$ cat config.mk
export PLATFORM = sky130hd
export DESIGN_NAME = pipe_stage_reg
export DESIGN_NICKNAME = d
export VERILOG_FILES = /design/src/rtl/pipe_stage_reg.sv
export SDC_FILE = /design/constraint.sdc
export NUM_CORES = 1
export LEC_CHECK = 0
export ABC_AREA = 0
export CAP_MARGIN = 25
export CORE_AREA = 2 2 152 154
export CTS_CLUSTER_SIZE = 12
export DETAILED_ROUTE_END_ITERATION = 8
export DIE_AREA = 0 0 154 156
export GPL_TIMING_DRIVEN = 0
export RECOVER_POWER = 25
export SYNTH_ARGS = -nofsm -noshare
export SYNTH_HDL_FRONTEND = slang
export SYNTH_SLANG_ARGS = --single-unit
export TNS_END_PERCENT = 20
$ cat constraint.sdc
create_clock -name clk -period 1.7 [get_ports clk]
set_clock_uncertainty 0.15 [all_clocks]
set_input_delay 0.34 -clock clk [delete_from_list [all_inputs] [get_ports clk]]
set_output_delay 0.34 -clock clk [all_outputs]
set_load 0.005 [all_outputs]
$ cat src/rtl/pipe_stage_reg.sv
// rtl/pipe_stage_reg.sv - parametrised inter-stage pipeline register with stall/flush, scratch hold and perf counters
//
// Purpose:
//   Latches a payload word plus valid bit between two pipeline stages. It follows
//   the global stall vector (upstream bit STAGE, downstream bit STAGE+1) and the
//   exception flush. It also carries multi-cycle scratch state that is returned
//   to the upstream unit while that unit is stopped.
//
// Ports:
//   clk, rst          clock; synchronous active-high reset
//   stall[STALL_W]    global stall vector, 1 = stop
//   flush             kills the stage contents
//   in_data/in_valid  payload and valid from upstream
//   out_data/out_valid registered payload and valid to downstream
//   scr_i/scr_o       scratch state from/to the upstream multi-cycle unit
//   cnt_clr           zeroes the performance counters
//   bubble_cnt, hold_cnt, flush_cnt  saturating event counters
//   stall_err         sticky flag for the illegal pattern (upstream running, downstream stopped)
module pipe_stage_reg #(
    parameter int                 DATA_W  = 32,
    parameter logic [DATA_W-1:0]  NOP_VAL = '0,
    parameter int                 SCR_W   = 66,
    parameter int                 STALL_W = 6,
    parameter int                 STAGE   = 3,
    parameter int                 CNT_W   = 16
) (
    input  logic               clk,
    input  logic               rst,
    input  logic [STALL_W-1:0] stall,
    input  logic               flush,
    input  logic [DATA_W-1:0]  in_data,
    input  logic               in_valid,
    output logic [DATA_W-1:0]  out_data,
    output logic               out_valid,
    input  logic [SCR_W-1:0]   scr_i,
    output logic [SCR_W-1:0]   scr_o,
    input  logic               cnt_clr,
    output logic [CNT_W-1:0]   bubble_cnt,
    output logic [CNT_W-1:0]   hold_cnt,
    output logic [CNT_W-1:0]   flush_cnt,
    output logic               stall_err
);

    generate
        if (STAGE < 0 || STAGE > STALL_W - 2) begin : g_bad_stage
            $error("pipe_stage_reg: STAGE must lie in 0..STALL_W-2");
        end
    endgenerate

    logic [DATA_W-1:0] data_q, data_d;
    logic              valid_q, valid_d;
    logic [SCR_W-1:0]  scr_q, scr_d;
    logic [CNT_W-1:0]  bub_q, bub_d;
    logic [CNT_W-1:0]  hold_q, hold_d;
    logic [CNT_W-1:0]  fl_q, fl_d;
    logic              err_q, err_d;

    logic su, sd;
    logic bub_inc, hold_inc, fl_inc;

    assign su = stall[STAGE];
    assign sd = stall[STAGE+1];

    // Counters stick at all-ones instead of wrapping.
    function automatic logic [CNT_W-1:0] sat_inc(input logic [CNT_W-1:0] c, input logic en);
        if (en && (c != {CNT_W{1'b1}})) begin
            return c + CNT_W'(1);
        end
        return c;
    endfunction

    always_comb begin
        data_d   = data_q;
        valid_d  = valid_q;
        scr_d    = scr_q;
        err_d    = err_q;
        bub_inc  = 1'b0;
        hold_inc = 1'b0;
        fl_inc   = 1'b0;

        if (flush) begin
            // Flush outranks the stall checks, so the error flag is not touched here.
            data_d  = NOP_VAL;
            valid_d = 1'b0;
            scr_d   = '0;
            fl_inc  = 1'b1;
        end else if (su && !sd) begin
            data_d  = NOP_VAL;
            valid_d = 1'b0;
            scr_d   = scr_i;
            bub_inc = 1'b1;
        end else if (!su) begin
            // Upstream is moving, so any new op must start from a clean scratch.
            data_d  = in_data;
            valid_d = in_valid;
            scr_d   = '0;
            if (sd) begin
                err_d = 1'b1;
            end
        end else begin
            scr_d    = scr_i;
            hold_inc = 1'b1;
        end

        if (cnt_clr) begin
            bub_d  = '0;
            hold_d = '0;
            fl_d   = '0;
        end else begin
            bub_d  = sat_inc(bub_q, bub_inc);
            hold_d = sat_inc(hold_q, hold_inc);
            fl_d   = sat_inc(fl_q, fl_inc);
        end
    end

    always_ff @(posedge clk) begin
        if (rst) begin
            data_q  <= NOP_VAL;
            valid_q <= 1'b0;
            scr_q   <= '0;
            bub_q   <= '0;
            hold_q  <= '0;
            fl_q    <= '0;
            err_q   <= 1'b0;
        end else begin
            data_q  <= data_d;
            valid_q <= valid_d;
            scr_q   <= scr_d;
            bub_q   <= bub_d;
            hold_q  <= hold_d;
            fl_q    <= fl_d;
            err_q   <= err_d;
        end
    end

    assign out_data   = data_q;
    assign out_valid  = valid_q;
    assign scr_o      = scr_q;
    assign bubble_cnt = bub_q;
    assign hold_cnt   = hold_q;
    assign flush_cnt  = fl_q;
    assign stall_err  = err_q;

endmodule

* Word-level counts from Yosys, hierarchy flattened
Cells that the tools add are included. W data, S select, Z words.
Word-level totals: output and inout bits 148, flip-flop bits (word level) 148, input port bits 109, word-level logic and storage cells 42
Cells by class: reductions and logical operators 9, muxes and demuxes 17, add/sub/neg operators 3, equal/unequal tests 3, bitwise logic cells 3
Operator list (count):
- $mux W66 | 2
- $add A16 B1 Y16 const B | 3
- $mux W16 | 3
- $ne A16 B16 Y1 const B | 3
- $mux W1 | 12
- $logic_and A1 B1 Y1 | 4
- $reduce_and A4 Y1 | 1
- $reduce_or A2 Y1 | 2
- $not A1 Y1 | 3
- $reduce_or A3 Y1 | 1
- $logic_not A1 Y1 | 1

* Logic depth before layout (Yosys ltp)
Gate-level depths: netlist of run 1.
word-level depth 7, gate-level depth with buffers 6, gate-level depth less buffers 5

* Worst setup path before layout of run 1
Ideal clock, no wire load.
kind reg-to-reg, from register bub_q[0] (netlist: bubble_cnt[0]), to register bub_q[14] (netlist: bubble_cnt[14]), cell stages (with the launch flop) 6, data arrival time 1.624 ns, required time 1.480 ns, path buffers 0, clock period less this slack 1.845 ns, setup time 0.070 ns, slack -0.145 ns, path through dfxtp_1 -> ha_1 -> nand2_1 -> or3_4 -> or4_1 -> a21oi_1
Between the ends: word-level cells in the longest chain between the ends 4, elaborated cells on any way between the ends 6, those cells by class add/sub: 1; eq/ne: 1; mux: 3; reduce/logical: 1
Ends and longest elaborated chain:
- start, declared | line 53 | logic [CNT_W-1:0] bub_q, bub_d;
- start signal, assigned | line 129 | bub_q <= bub_d;
- branches (longest 4 deep; another with $add A16 B1 Y16)
Several ways; the timed one is not identified. The select of a mux whose other input is x is not followed. A chain may end at the register's enable or synchronous reset.

* Final worst setup path of run 1
Same ends and word-level chain as after synthesis.

==> impl_metrics.ini, run 1 <==
[status]
status = complete, but fails checks
violations = negative setup slack

[drt]
post-route-drc-count = 0
routed_wl_um = 18430
detail-route-antenna-nets = 0
dr.first_iter.drc_count = 257
first_pass_iters = 4
wl_per_cell_um = 15.98
vias = 5252
vias_per_cell = 4.555

[synthesis]
synthFlopType = dfxtp_1
yosys_register_bits = 148
synth_edf_count = 0
synth_warnings = 0
yosys.cell_types.count = 47
synthesis.nets = 663
syn_area_sq_um = 5512
avgSynthCellArea_sq_um = 10.00
synth-async-reset-ratio = 0
synthCells = 551
synth-seq-area-share = 0.5376

[clock_network]
h-tree-depth = 4
ctsLongestPathBuffers = 2
clk_pin_slew_ns = 0.07
cts_buffers = 17
cts_tree = done
insertion_delay_ns = 0.42
holdBufCountCts = 0
cts-root-buf = clkbuf_16
clock-sinks = 148

[min_path]
min_from = stall[4]
hold_path_class = primary input to flop
hold_depth = 3

[finish]
seqCellArea_sq_um = 3120
antenna_cells = 0
drive_above_1_share = 0.2097
postLayoutCellArea_sq_um = 9553
multi_input_area_sq_um = 2699
area_growth_pct = 73.33
num-nets-final = 967
final_util = 0.4271
fill_cells = 2172

[timing]
setup_slack_ns = -0.08040
period_share = 1.047
period_minus_slack_ns = 1.780
finalHoldViolCount = 0
worst_pin_slew_ns = 0.6912
hold_slack_ns = 0.1867
fmax_mhz = 561.7
rsz0062_at_grt = yes
relSlewSlack = 0.5392
setup_violations = 4
finalMaxSlewViolations = 0

[grt]
antenna_found_initial = 1
overflow = 0
grt_usage = 0.1478
grt_start_max_net_pins = 18
grt_pass1_vias = 5019
grt_pass1_wl_um = 27640

[critical_path]
critPathMaxFanout = 5
cp_data_arrival_time_ns = 1.97
required_ns = 1.89
critPathCaptureType = flop
startpoint = bubble_cnt[0]
reg2reg_from = bubble_cnt[0]
rr_worst_depth = 5
start_kind = flop
critPathKind = flop to flop

[floorplan]
die_x_um = 154
dieArea_sq_um = 24020
core_sq_um = 22370
placementRows = 55
dieHeight_um = 156
start_util = 0.2464
io_pins = 257

[place]
io_buffers = 251
gp_congestion = 0.7577
placed_area_sq_um = 8446
dp_hpwl_um = 13360

[flow_run]
cap_violations = 0

[power]
peakVddDrop_uv = 621.1
power_per_cell_area_nw_per_um2 = 827.5
leakage_nw = 4.325
[per-stage QoR]
stage,power [mW],TNS [ns],instances,setup slack (ns)
floorplan,3.814,-0.2140,551,-0.04538
global placement,4.249,-110.97,1087,-0.9999
detailed placement,4.253,-112.26,1087,-0.9971
CTS,8.031,-0.1339,1139,-0.07605
global route,8.239,-1.939,1153,-0.1485
finish,7.905,-0.2004,1153,-0.08040
[final timing paths]
| kind | slack, ns | to |
|---|---|---|
| setup / recovery | -0.08 | bubble_cnt[14] |
| hold / removal | 0.19 | stall_err |
| setup reg to reg | -0.08 | bubble_cnt[14] |
| hold reg to reg | 0.32 | bubble_cnt[6] |
[power breakdown]
group / internal (mW) / leakage (nW) / switching [mW] / total [mW]
sequential: 3.47 / 1.24 / 0.0245 / 3.50
combinational: 0.361 / 2.80 / 0.214 / 0.575
clock: 2.12 / 0.291 / 1.72 / 3.83
total: 5.95 / 4.32 / 1.95 / 7.90
[kinds of logic after synthesis]
group	Yosys count	share of synthesized area
AOI/OAI and AO/OA	77	0.09035
and+or+nand+nor	253	0.2706
adders and majority gates	3	0.006811
muxes	37	0.06720
buffers and inverters	31	0.02429
xor gates and xnor gates	2	0.003179
DFF	148	0.5376
[what timing repair did]
item,4_1_cts,5_1_grt
endpoints found under the setup margin,282,61
pin swaps,19,22
buffers inserted,21,15
resized for setup,267,36
[layer usage]
layer	track usage	vias up	wire (um)
met4	0.03605	2	204
met3	0.06806	18	1622
met5	0	-	10
li1	-	2583	-
met2	0.2526	184	9141
met1	0.1682	2465	7449
[synthesized netlist by cell type, types with 2 or more instances]
cell	instances	area share
a31oi_1	7	0.0079
or4_1	12	0.016
nor4_4	2	0.0077
or2_2	4	0.0045
a211oi_1	4	0.0054
a21oi_1	24	0.022
o311ai_0	2	0.0032
clkbuf_1	15	0.010
nand4_2	2	0.0045
and3_1	8	0.0091
nand2_1	25	0.017
a41o_1	3	0.0054
o211ai_1	3	0.0041
and2_1	68	0.077
ha_1	3	0.0068
o311ai_1	2	0.0032
nand4_1	14	0.016
o21ai_0	12	0.011
mux2i_1	37	0.067
nor2_1	57	0.039
nand3_1	15	0.014
nor3_1	12	0.011
or3_1	12	0.014
nor4_1	5	0.0057
dfxtp_1	148	0.54
inv_1	8	0.0054
o31ai_1	12	0.016
o41ai_1	7	0.011
and4_1	6	0.0095
buf_2	5	0.0045
[area by class of cell]
| class | instances | area share |
|---|---|---|
| flip-flops and latches | 148 | 0.3267 |
| multi-input cells | 372 | 0.2825 |
| repair buffers | 287 | 0.2748 |
| clock buffers | 17 | 0.04453 |
| well taps | 285 | 0.03733 |
| clock inverters | 15 | 0.01834 |
| plain buffers | 21 | 0.01270 |
| inverters | 8 | 0.003143 |
[registers in the layout, indices dropped and copies added, names as in the netlist]
name / count
bubble_cnt: 16
flush_cnt: 16
hold_cnt: 16
out_data: 32
out_valid: 1
scr_o: 66
stall_err: 1
[cells in the final DEF, fill, tap and decap left out, types with 4 or more instances in the layout]
cell             count
nor2_1              55
buf_6                7
a21oi_1             21
a211oi_1             4
inv_8                7
nand3_1             12
clkbuf_2             8
buf_4               32
dfxtp_1             98
and2_1              66
nand4_1             14
o21ai_0             11
nor3_1               9
nand2_1             23
o41ai_1              4
a31oi_1              6
dfxtp_4             38
inv_1                8
and3_1               5
inv_6                4
mux2i_1             37
nor4_4               5
dlygate4sd2_1      147
or4_1                9
and4_1               5
o31ai_1             12
clkbuf_1             7
clkdlybuf4s50_1     99
dfxtp_2             12
or3_1               11
clkbuf_16           17
[worst max-delay path: stages, from the launching register on]
cell	delay, ns
dfxtp_4	0.38
ha_4	0.17
nand2_4	0.06
or3_4	0.41
or4_4	0.43
a21oi_2	0.12
Note: power is estimated with default switching activity, not from simulation.
==> run 2, diff against run 1 <==
- GPL_TIMING_DRIVEN: 0 -> 1
- TNS_END_PERCENT: 20 -> 50
==> impl_metrics.ini, run 2 (same netlist as run 1, synthesis figures left out) <==
[timing]
period_minus_slack_ns = 1.739
finalHoldViolCount = 0
worst_pin_slew_ns = 0.4142
rsz0062_at_grt = yes
fmax_mhz = 575.0
setup_slack_ns = -0.03925
period_share = 1.023
relSlewSlack = 0.7203
hold_slack_ns = 0.2746
setup_violations = 5
finalMaxSlewViolations = 0

[critical_path]
critPathCaptureType = flop
path_cells = ha_4, nand2_1, or3_4, or4_4, a21oi_1
critPathKind = flop to flop
start_kind = flop
reg2reg_slack_ns = -0.04
critPathMaxFanout = 4
cp_data_arrival_time_ns = 1.93
cpMaxStageDelayCell = or4_4
required_ns = 1.89
slowest_delay_ns = 0.41

[drt]
routed_wl_um = 18120
post-route-drc-count = 0
vias = 5442
met1Wirelength_um = 7372
dr.first_iter.drc_count = 241
wl_met2_um = 8890
vias_per_cell = 4.468
detail-route-antenna-nets = 0
first_pass_iters = 4
met3_length_um = 1693
top_layer = met5
wl_per_cell_um = 14.87

[finish]
final_common_cell = dlygate4sd2_1
final_cell_mix = 143 x dlygate4sd2_1, 106 x dfxtp_1, 104 x buf_4, 101 x clkdlybuf4s50_1, 68 x and2_1
final_cells = 1218
largest_reg_flops = 66
drive_above_1_share = 0.2664
num-nets-final = 1030
area_growth_pct = 81.64
fill_cells = 2195
postLayoutCellArea_sq_um = 10010

[clock_network]
holdBufCountCts = 0
insertion_delay_ns = 0.42
cts_buffers = 17
clock-sinks = 148
clk_pin_slew_ns = 0.07
h-tree-depth = 4
cts-root-buf = clkbuf_16
cts_tree = done
ctsLongestPathBuffers = 2

[floorplan]
placementRows = 55
dieHeight_um = 156
die_x_um = 154
start_util = 0.2464
io_pins = 257
core_sq_um = 22370
dieArea_sq_um = 24020

[power]
share_comb_of_total_power = 0.072
power_switching_mw = 1.935
p_total_mw = 8.070
leakage_nw = 4.616
peakVddDrop_uv = 740.7
clockPowerShare = 0.489
p_int_mw = 6.135
p_seq_frac = 0.439
switching_share = 0.2398
power_per_cell_area_nw_per_um2 = 806.1

[place]
dpl.cell_count = 1169
gp_congestion = 0.7785
placed_area_sq_um = 9158
io_buffers = 252
dp_hpwl_um = 13530

[grt]
grt_pass1_wl_um = 28370
grt_pass1_vias = 5435
antenna_found_initial = 3
overflow = 0
grt_usage = 0.1498
grt_start_max_net_pins = 67

[status]
violations = negative setup slack
status = complete, but fails checks

[min_path]
hold_path_class = primary input to flop

[flow_run]
cap_violations = 0
-- run 2: layer usage --
| metal | up-vias | global-route usage |
|---|---|---|
| met5 | - | 0 |
| met2 | 178 | 0.2545 |
| li1 | 2712 | - |
| met4 | 2 | 0.04050 |
| met3 | 13 | 0.07056 |
| met1 | 2537 | 0.1690 |
-- run 2: layout make-up --
type,instances,area (sq um),area share
diodes,2,5.005,0.0004999
clock inverters,15,180.2,0.01800
flip-flops and latches,148,3030,0.3027
multi-input cells,372,2714,0.2711
repair buffers,371,3269,0.3266
inverters,8,30.03,0.003000
clock buffers,17,425.4,0.04249
well taps,285,356.6,0.03562
-- run 2: what timing repair did --
| item | in CTS | in global routing |
|---|---|---|
| resized for setup | 197 | 56 |
| setup endpoints to repair | 181 | 39 |
| buffers inserted | 13 | 6 |
| pin swaps | 14 | 27 |
-- run 2: final timing paths --
| kind | start | endpoint | cells after the start |
|---|---|---|---|
| min reg2reg | stall_err | stall_err | 2 |
| max reg2reg | bubble_cnt[0] | bubble_cnt[14] | 5 |
| min | stall[3] | hold_cnt[1] | 3 |
| max | bubble_cnt[0] | bubble_cnt[14] | 5 |
-- run 2: critical path: cells and delay by family (launching register included) --
family	cells	cell delay [ns]
adders and majority gates	1	0.16
DFF	1	0.35
and+or+nand+nor	3	0.88
AOI/OAI and AO/OA	1	0.12
-- run 2: power groups by stage --
| stage | clock (mW) | combinational, mW | sequential (mW) |
|---|---|---|---|
| 4_1_cts | 4.06 | 0.595 | 3.55 |
| 6_report | 3.95 | 0.579 | 3.54 |
| 3_3_place_gp | 0 | 0.638 | 3.63 |
| 2_1_floorplan | 0 | 0.171 | 3.64 |
| 3_5_place_dp | 0 | 0.640 | 3.63 |
| 5_1_grt | 4.25 | 0.634 | 3.55 |
-- run 2: stage by stage --
step | util | setup TNS [ns] | setup WS, ns
finish | 0.4476 | -0.09044 | -0.03925
global route | 0.4476 | -1.056 | -0.1068
CTS | 0.4376 | -0.2069 | -0.04822
detailed placement | 0.4095 | -47.94 | -0.6412
global placement | 0.4095 | -44.26 | -0.6549
floorplan | - | -0.1132 | -0.04538
